`config.mk`:
```
export PLATFORM = sky130hd
export DESIGN_NAME = fpu_arbiter
export DESIGN_NICKNAME = d
export VERILOG_FILES = /design/src/rtl/fpu_arbiter.sv
export SDC_FILE = /design/constraint.sdc
export NUM_CORES = 1
export LEC_CHECK = 0
export CORE_MARGIN = 2
export CORE_UTILIZATION = 30
export DETAILED_ROUTE_END_ITERATION = 8
export HOLD_SLACK_MARGIN = 0.12
export SLEW_MARGIN = 20
export SYNTH_ARGS = -nofsm -noshare
export SYNTH_HDL_FRONTEND = slang
export SYNTH_SLANG_ARGS = --single-unit
```
`constraint.sdc`:
```
create_clock -name clk -period 2 [get_ports clk]
set_input_delay 0.3 -clock clk [delete_from_list [all_inputs] [get_ports clk]]
set_output_delay 0.3 -clock clk [all_outputs]
set_load 0.02 [all_outputs]
```
`src/rtl/fpu_arbiter.sv`:
```
// rtl/fpu_arbiter.sv - round-robin sharing of one FPU adder between two requesters
// Latches the winner's operands, pulses add, waits for idle or timeout, then routes the result.
module fpu_arbiter #(
  parameter int EXP_W   = 7,
  parameter int MAN_W   = 15,
  parameter int TIMEOUT = 255
) (
  input  logic             clk,
  input  logic             rst_n,
  input  logic             req0_valid,
  input  logic [EXP_W-1:0] req0_ae,
  input  logic [EXP_W-1:0] req0_be,
  input  logic [MAN_W-1:0] req0_am,
  input  logic [MAN_W-1:0] req0_bm,
  output logic             req0_ready,
  input  logic             req1_valid,
  input  logic [EXP_W-1:0] req1_ae,
  input  logic [EXP_W-1:0] req1_be,
  input  logic [MAN_W-1:0] req1_am,
  input  logic [MAN_W-1:0] req1_bm,
  output logic             req1_ready,
  output logic             rsp0_valid,
  output logic             rsp0_err,
  output logic [EXP_W-1:0] rsp0_e,
  output logic [MAN_W-1:0] rsp0_m,
  output logic             rsp1_valid,
  output logic             rsp1_err,
  output logic [EXP_W-1:0] rsp1_e,
  output logic [MAN_W-1:0] rsp1_m,
  output logic             fpu_add,
  output logic [EXP_W-1:0] fpu_r1e,
  output logic [EXP_W-1:0] fpu_r2e,
  output logic [MAN_W-1:0] fpu_r1m,
  output logic [MAN_W-1:0] fpu_r2m,
  input  logic [EXP_W-1:0] fpu_rse,
  input  logic [MAN_W-1:0] fpu_rsm,
  input  logic             fpu_idle,
  output logic             busy
);

  localparam int CNT_W = (TIMEOUT < 2) ? 1 : $clog2(TIMEOUT + 1);

  typedef enum logic [2:0] {S_IDLE, S_ISSUE, S_SETTLE, S_WAIT, S_RESP} state_t;

  state_t           state_q, state_d;
  logic [CNT_W-1:0] cnt_q, cnt_d;
  logic             grant_q, grant_d;
  logic             last_grant_q, last_grant_d;
  logic             req0_ready_q, req0_ready_d, req1_ready_q, req1_ready_d;
  logic             rsp0_valid_q, rsp0_valid_d, rsp1_valid_q, rsp1_valid_d;
  logic             rsp0_err_q, rsp0_err_d, rsp1_err_q, rsp1_err_d;
  logic [EXP_W-1:0] rsp0_e_q, rsp0_e_d, rsp1_e_q, rsp1_e_d;
  logic [MAN_W-1:0] rsp0_m_q, rsp0_m_d, rsp1_m_q, rsp1_m_d;
  logic             fpu_add_q, fpu_add_d;
  logic [EXP_W-1:0] r1e_q, r1e_d, r2e_q, r2e_d;
  logic [MAN_W-1:0] r1m_q, r1m_d, r2m_q, r2m_d;
  logic             busy_q, busy_d;

  logic             win;
  logic             done;
  logic             res_err;
  logic [EXP_W-1:0] res_e;
  logic [MAN_W-1:0] res_m;

  always_comb begin
    state_d      = state_q;
    cnt_d        = cnt_q;
    grant_d      = grant_q;
    last_grant_d = last_grant_q;
    req0_ready_d = 1'b0;
    req1_ready_d = 1'b0;
    rsp0_valid_d = 1'b0;
    rsp1_valid_d = 1'b0;
    rsp0_err_d   = rsp0_err_q;
    rsp1_err_d   = rsp1_err_q;
    rsp0_e_d     = rsp0_e_q;
    rsp0_m_d     = rsp0_m_q;
    rsp1_e_d     = rsp1_e_q;
    rsp1_m_d     = rsp1_m_q;
    fpu_add_d    = 1'b0;
    r1e_d        = r1e_q;
    r1m_d        = r1m_q;
    r2e_d        = r2e_q;
    r2m_d        = r2m_q;
    win          = 1'b0;
    done         = 1'b0;
    res_err      = 1'b0;
    res_e        = '0;
    res_m        = '0;

    case (state_q)
      S_IDLE: begin
        if (req0_valid || req1_valid) begin
          // On a tie the port that did not win last time goes first.
          win          = (req0_valid && req1_valid) ? ~last_grant_q : req1_valid;
          r1e_d        = win ? req1_ae : req0_ae;
          r1m_d        = win ? req1_am : req0_am;
          r2e_d        = win ? req1_be : req0_be;
          r2m_d        = win ? req1_bm : req0_bm;
          req0_ready_d = ~win;
          req1_ready_d = win;
          grant_d      = win;
          last_grant_d = win;
          fpu_add_d    = 1'b1;
          state_d      = S_ISSUE;
        end
      end
      S_ISSUE: begin
        cnt_d   = '0;
        state_d = S_SETTLE;
      end
      S_SETTLE: begin
        if (cnt_q == CNT_W'(1)) begin
          cnt_d   = '0;
          state_d = S_WAIT;
        end else begin
          cnt_d = cnt_q + CNT_W'(1);
        end
      end
      S_WAIT: begin
        if (fpu_idle) begin
          done  = 1'b1;
          res_e = fpu_rse;
          res_m = fpu_rsm;
        end else if (cnt_q == CNT_W'(TIMEOUT)) begin
          done    = 1'b1;
          res_err = 1'b1;
        end else begin
          cnt_d = cnt_q + CNT_W'(1);
        end
        if (done) begin
          state_d = S_RESP;
          if (grant_q) begin
            rsp1_valid_d = 1'b1;
            rsp1_err_d   = res_err;
            rsp1_e_d     = res_e;
            rsp1_m_d     = res_m;
          end else begin
            rsp0_valid_d = 1'b1;
            rsp0_err_d   = res_err;
            rsp0_e_d     = res_e;
            rsp0_m_d     = res_m;
          end
        end
      end
      S_RESP: begin
        cnt_d   = '0;
        state_d = S_IDLE;
      end
      default: state_d = S_IDLE;
    endcase

    busy_d = (state_d != S_IDLE);
  end

  always_ff @(posedge clk or negedge rst_n) begin
    if (!rst_n) begin
      state_q      <= S_IDLE;
      cnt_q        <= '0;
      grant_q      <= 1'b0;
      last_grant_q <= 1'b1;
      req0_ready_q <= 1'b0;
      req1_ready_q <= 1'b0;
      rsp0_valid_q <= 1'b0;
      rsp1_valid_q <= 1'b0;
      rsp0_err_q   <= 1'b0;
      rsp1_err_q   <= 1'b0;
      rsp0_e_q     <= '0;
      rsp0_m_q     <= '0;
      rsp1_e_q     <= '0;
      rsp1_m_q     <= '0;
      fpu_add_q    <= 1'b0;
      r1e_q        <= '0;
      r1m_q        <= '0;
      r2e_q        <= '0;
      r2m_q        <= '0;
      busy_q       <= 1'b0;
    end else begin
      state_q      <= state_d;
      cnt_q        <= cnt_d;
      grant_q      <= grant_d;
      last_grant_q <= last_grant_d;
      req0_ready_q <= req0_ready_d;
      req1_ready_q <= req1_ready_d;
      rsp0_valid_q <= rsp0_valid_d;
      rsp1_valid_q <= rsp1_valid_d;
      rsp0_err_q   <= rsp0_err_d;
      rsp1_err_q   <= rsp1_err_d;
      rsp0_e_q     <= rsp0_e_d;
      rsp0_m_q     <= rsp0_m_d;
      rsp1_e_q     <= rsp1_e_d;
      rsp1_m_q     <= rsp1_m_d;
      fpu_add_q    <= fpu_add_d;
      r1e_q        <= r1e_d;
      r1m_q        <= r1m_d;
      r2e_q        <= r2e_d;
      r2m_q        <= r2m_d;
      busy_q       <= busy_d;
    end
  end

  assign req0_ready = req0_ready_q;
  assign req1_ready = req1_ready_q;
  assign rsp0_valid = rsp0_valid_q;
  assign rsp1_valid = rsp1_valid_q;
  assign rsp0_err   = rsp0_err_q;
  assign rsp1_err   = rsp1_err_q;
  assign rsp0_e     = rsp0_e_q;
  assign rsp0_m     = rsp0_m_q;
  assign rsp1_e     = rsp1_e_q;
  assign rsp1_m     = rsp1_m_q;
  assign fpu_add    = fpu_add_q;
  assign fpu_r1e    = r1e_q;
  assign fpu_r1m    = r1m_q;
  assign fpu_r2e    = r2e_q;
  assign fpu_r2m    = r2m_q;
  assign busy       = busy_q;

endmodule

```
==> impl_metrics.env <==
export IMPL_outcome="complete, no violations"
export IMPL_rows=44
export IMPL_dieArea_mm2=0.01598
export IMPL_antenna_found_initial=0
export IMPL_criticalPathCategory="register to register"
export IMPL_wl_um=13770
export IMPL_grt_ovfl_total=0
export IMPL_dr_pass1_iters=6
export IMPL_synth_top_flop_cell="dfrtp_1"
export IMPL_worstPathRequired_ns=2.28
export IMPL_dpl_hpwl_um=9749
export IMPL_post_drt_wl_per_cell_um=17.40
export IMPL_grt_max_degree=110
export IMPL_cap_violations=0
export IMPL_grt_pass1_vias=4068
export IMPL_hold_class="register to register"
export IMPL_drc=0
export IMPL_ys_ff_latch=109
export IMPL_syn_nets=510
export IMPL_gp_congestion=0.8096
export IMPL_post_place_cells=772
export IMPL_drtIter0Drc=219
export IMPL_max_freq_ghz=0.5388
export IMPL_core_area_mm2=0.01459
export IMPL_worstSkewPairLatency_ns=0.35
export IMPL_cts_clk_slew_worst_paths_ns=0.07
export IMPL_tightest_slew_ns=0.5806
export IMPL_period_minus_slack_ns=1.856
export IMPL_fin_setup_tns_ns=0
export IMPL_synthArstFlopShare=1.000
export IMPL_htreeDepth=3
export IMPL_initial_utilization=0.3081
export IMPL_start_kind="register"
export IMPL_cts_tree="built"
export IMPL_final_area_mm2=0.007223
export IMPL_n_antenna_cell=0
export IMPL_finalClockSkew_ns=0.009249
export IMPL_place_area_mm2=0.006875
export IMPL_peakVddDrop_mv=0.8003
export IMPL_yosysTopAreaCell="dfrtp_1"
export IMPL_synthCells=393
export IMPL_layout_nets=719
export IMPL_power_density_mw_per_mm2=1550
export IMPL_ys_top_cells_by_area="dfrtp_1, a22o_1, nand2_1, a32oi_1, mux2i_1"
export IMPL_fp_dieW_um=126.4
export IMPL_syn_area_mm2=0.004494
export IMPL_yosys_warnings=0
export IMPL_end_kind="register"
export IMPL_vias=3957
export IMPL_postCtsResizedCells=0
export IMPL_total_power_uw=11190
export IMPL_finalSetupViolCount=0
export IMPL_hold_viol=0
export IMPL_area_growth_pct=60.72
export IMPL_clk_path_buf_depth=2
export IMPL_synth_edf_count=0
export IMPL_critPathArrivalTime_ns=2.14
export IMPL_numCtsBuffers=9
export IMPL_grt_pass1_wl_um=21810
export IMPL_place_port_buffers=210
export IMPL_fin_cells=791
export IMPL_synth_common_cells="dfrtp_1, nand2_1, a22o_1"
export IMPL_ys_seq_area_frac=0.6072
export IMPL_critPathMaxFanout=38
export IMPL_dieHeight_um=126.4
export IMPL_synth_most_common_cell="dfrtp_1"
export IMPL_ys_types=44
export IMPL_slew_headroom=0.6129
export IMPL_grt_total_usage=0.1709
export IMPL_detail_route_antenna_nets=0
export IMPL_io_pins=211
export IMPL_clockRootBuffer="clkbuf_16"
export IMPL_synth_top_area_share=0.6013
export IMPL_slew_violations=0
export IMPL_via_per_inst=5.003
export IMPL_drive_gt1_frac=0.07578
export IMPL_leakage_uw=0.003194
export IMPL_rsz0062_at_grt="false"
export IMPL_clock_sinks=109
export IMPL_syn_avg_cell_area_um2=11.44
export IMPL_period_share=0.9280
kinds of logic (layout without fill, tap and decap cells):
kind of cell	after synthesis	after routing	share of synthesized area
XOR/XNOR	4	4	0.007797
flip-flops	109	109	0.6072
AO/OA/AOI/OAI	112	112	0.2032
multiplexers	7	7	0.01559
buffers and inverters	33	247	0.03786
adder cells (fa/ha/maj)	2	2	0.005567
AND/OR/NAND/NOR	126	126	0.1228
cell usage in the layout, fill, tap and decap left out, types with 2 or more instances in the layout:
cell type        count
o21ai_0              9
nor2_2               2
o21ai_1              2
and3_1               2
o21ai_2              2
and2_1               2
dfrtp_1            108
clkbuf_16            9
a22o_1              45
xor2_1               3
a21o_1               2
mux2i_1              7
nand2_1             89
clkdlybuf4s50_1    209
or2_2                2
a21oi_1              5
inv_1                4
nor3_1               4
buf_4               10
o211ai_1             3
ha_1                 2
inv_6                2
nor2_1              11
buf_12               7
nand2b_1             2
or3_1                2
a32oi_1             37
bufinv_16            2
registers in the layout, indices dropped and copies added, names as in the netlist, 3 cells and up:
| register | cells |
|---|---|
| fpu_r1m | 15 |
| fpu_r2m | 15 |
| rsp0_m | 15 |
| rsp1_m | 15 |
| cnt_q | 8 |
| fpu_r1e | 7 |
| fpu_r2e | 7 |
| rsp0_e | 7 |
| rsp1_e | 7 |
| state_q | 3 |
power breakdown:
part | internal, uW | switching (uW) | leakage [uW]
clock network | 1110 | 817 | 0.000154
logic | 2650 | 2840 | 0.00168
registers | 3200 | 577 | 0.00136
path summary, 6_finish.rpt:
kind                       slack, ns  cells after the start         from           to
hold / removal                  0.47                      2  fpu_r2m[11]  fpu_r2m[11]
setup / recovery                0.14                      6   state_q[0]   fpu_r2m[5]
setup reg to reg                0.14                      6   state_q[0]   fpu_r2m[5]
hold reg to reg                 0.47                      2  fpu_r2m[11]  fpu_r2m[11]
max in group asynchronous       0.99                      3        rst_n   fpu_r1m[1]
min in group asynchronous       0.56                      3        rst_n    rsp0_e[6]
worst max-delay path: stages (launching register included):
cell and delay [ns]:
dfrtp_1 0.43, or3_1 0.43, or2_2 0.35, inv_1 0.10, buf_12 0.21, a32oi_1 0.15, nand2_1 0.10
area by class of cell:
class / count / area, um2
Sequential cell: 109 / 2729
Timing Repair Buffer: 227 / 2317
Clock buffer: 10 / 229.0
Clock inverter: 6 / 93.84
Tap cell: 184 / 230.2
Inverter: 4 / 15.01
Multi-Input combinational cell: 251 / 1609
Fill cell: 1303 / 7366
metrics by stage:
step / hold slack, ns / utilization / setup slack, ns
floorplan: 0.004409 / - / 0.2698
global placement: 0.4282 / 0.4713 / 0.1428
detailed placement: 0.4290 / 0.4713 / 0.1057
CTS: 0.4711 / 0.4941 / 0.09083
global route: 0.4901 / 0.4951 / 0.02509
finish: 0.4664 / 0.4951 / 0.1440
per-layer routing:
metal | up-vias | share of wire | track usage
met4 | 0 | 0.032 | 0.07628
met3 | 30 | 0.055 | 0.03332
met2 | 127 | 0.49 | 0.2863
met5 | - | 0 | 0
met1 | 1937 | 0.42 | 0.2145
li1 | 1863 | - | -
repair_timing:
action,in CTS,in global routing
endpoints found under the hold margin,108,0
endpoints found under the setup margin,0,2
buffers inserted,0,2
hold buffers,1,0
No activity file was read; power rests on OpenSTA's default activity.
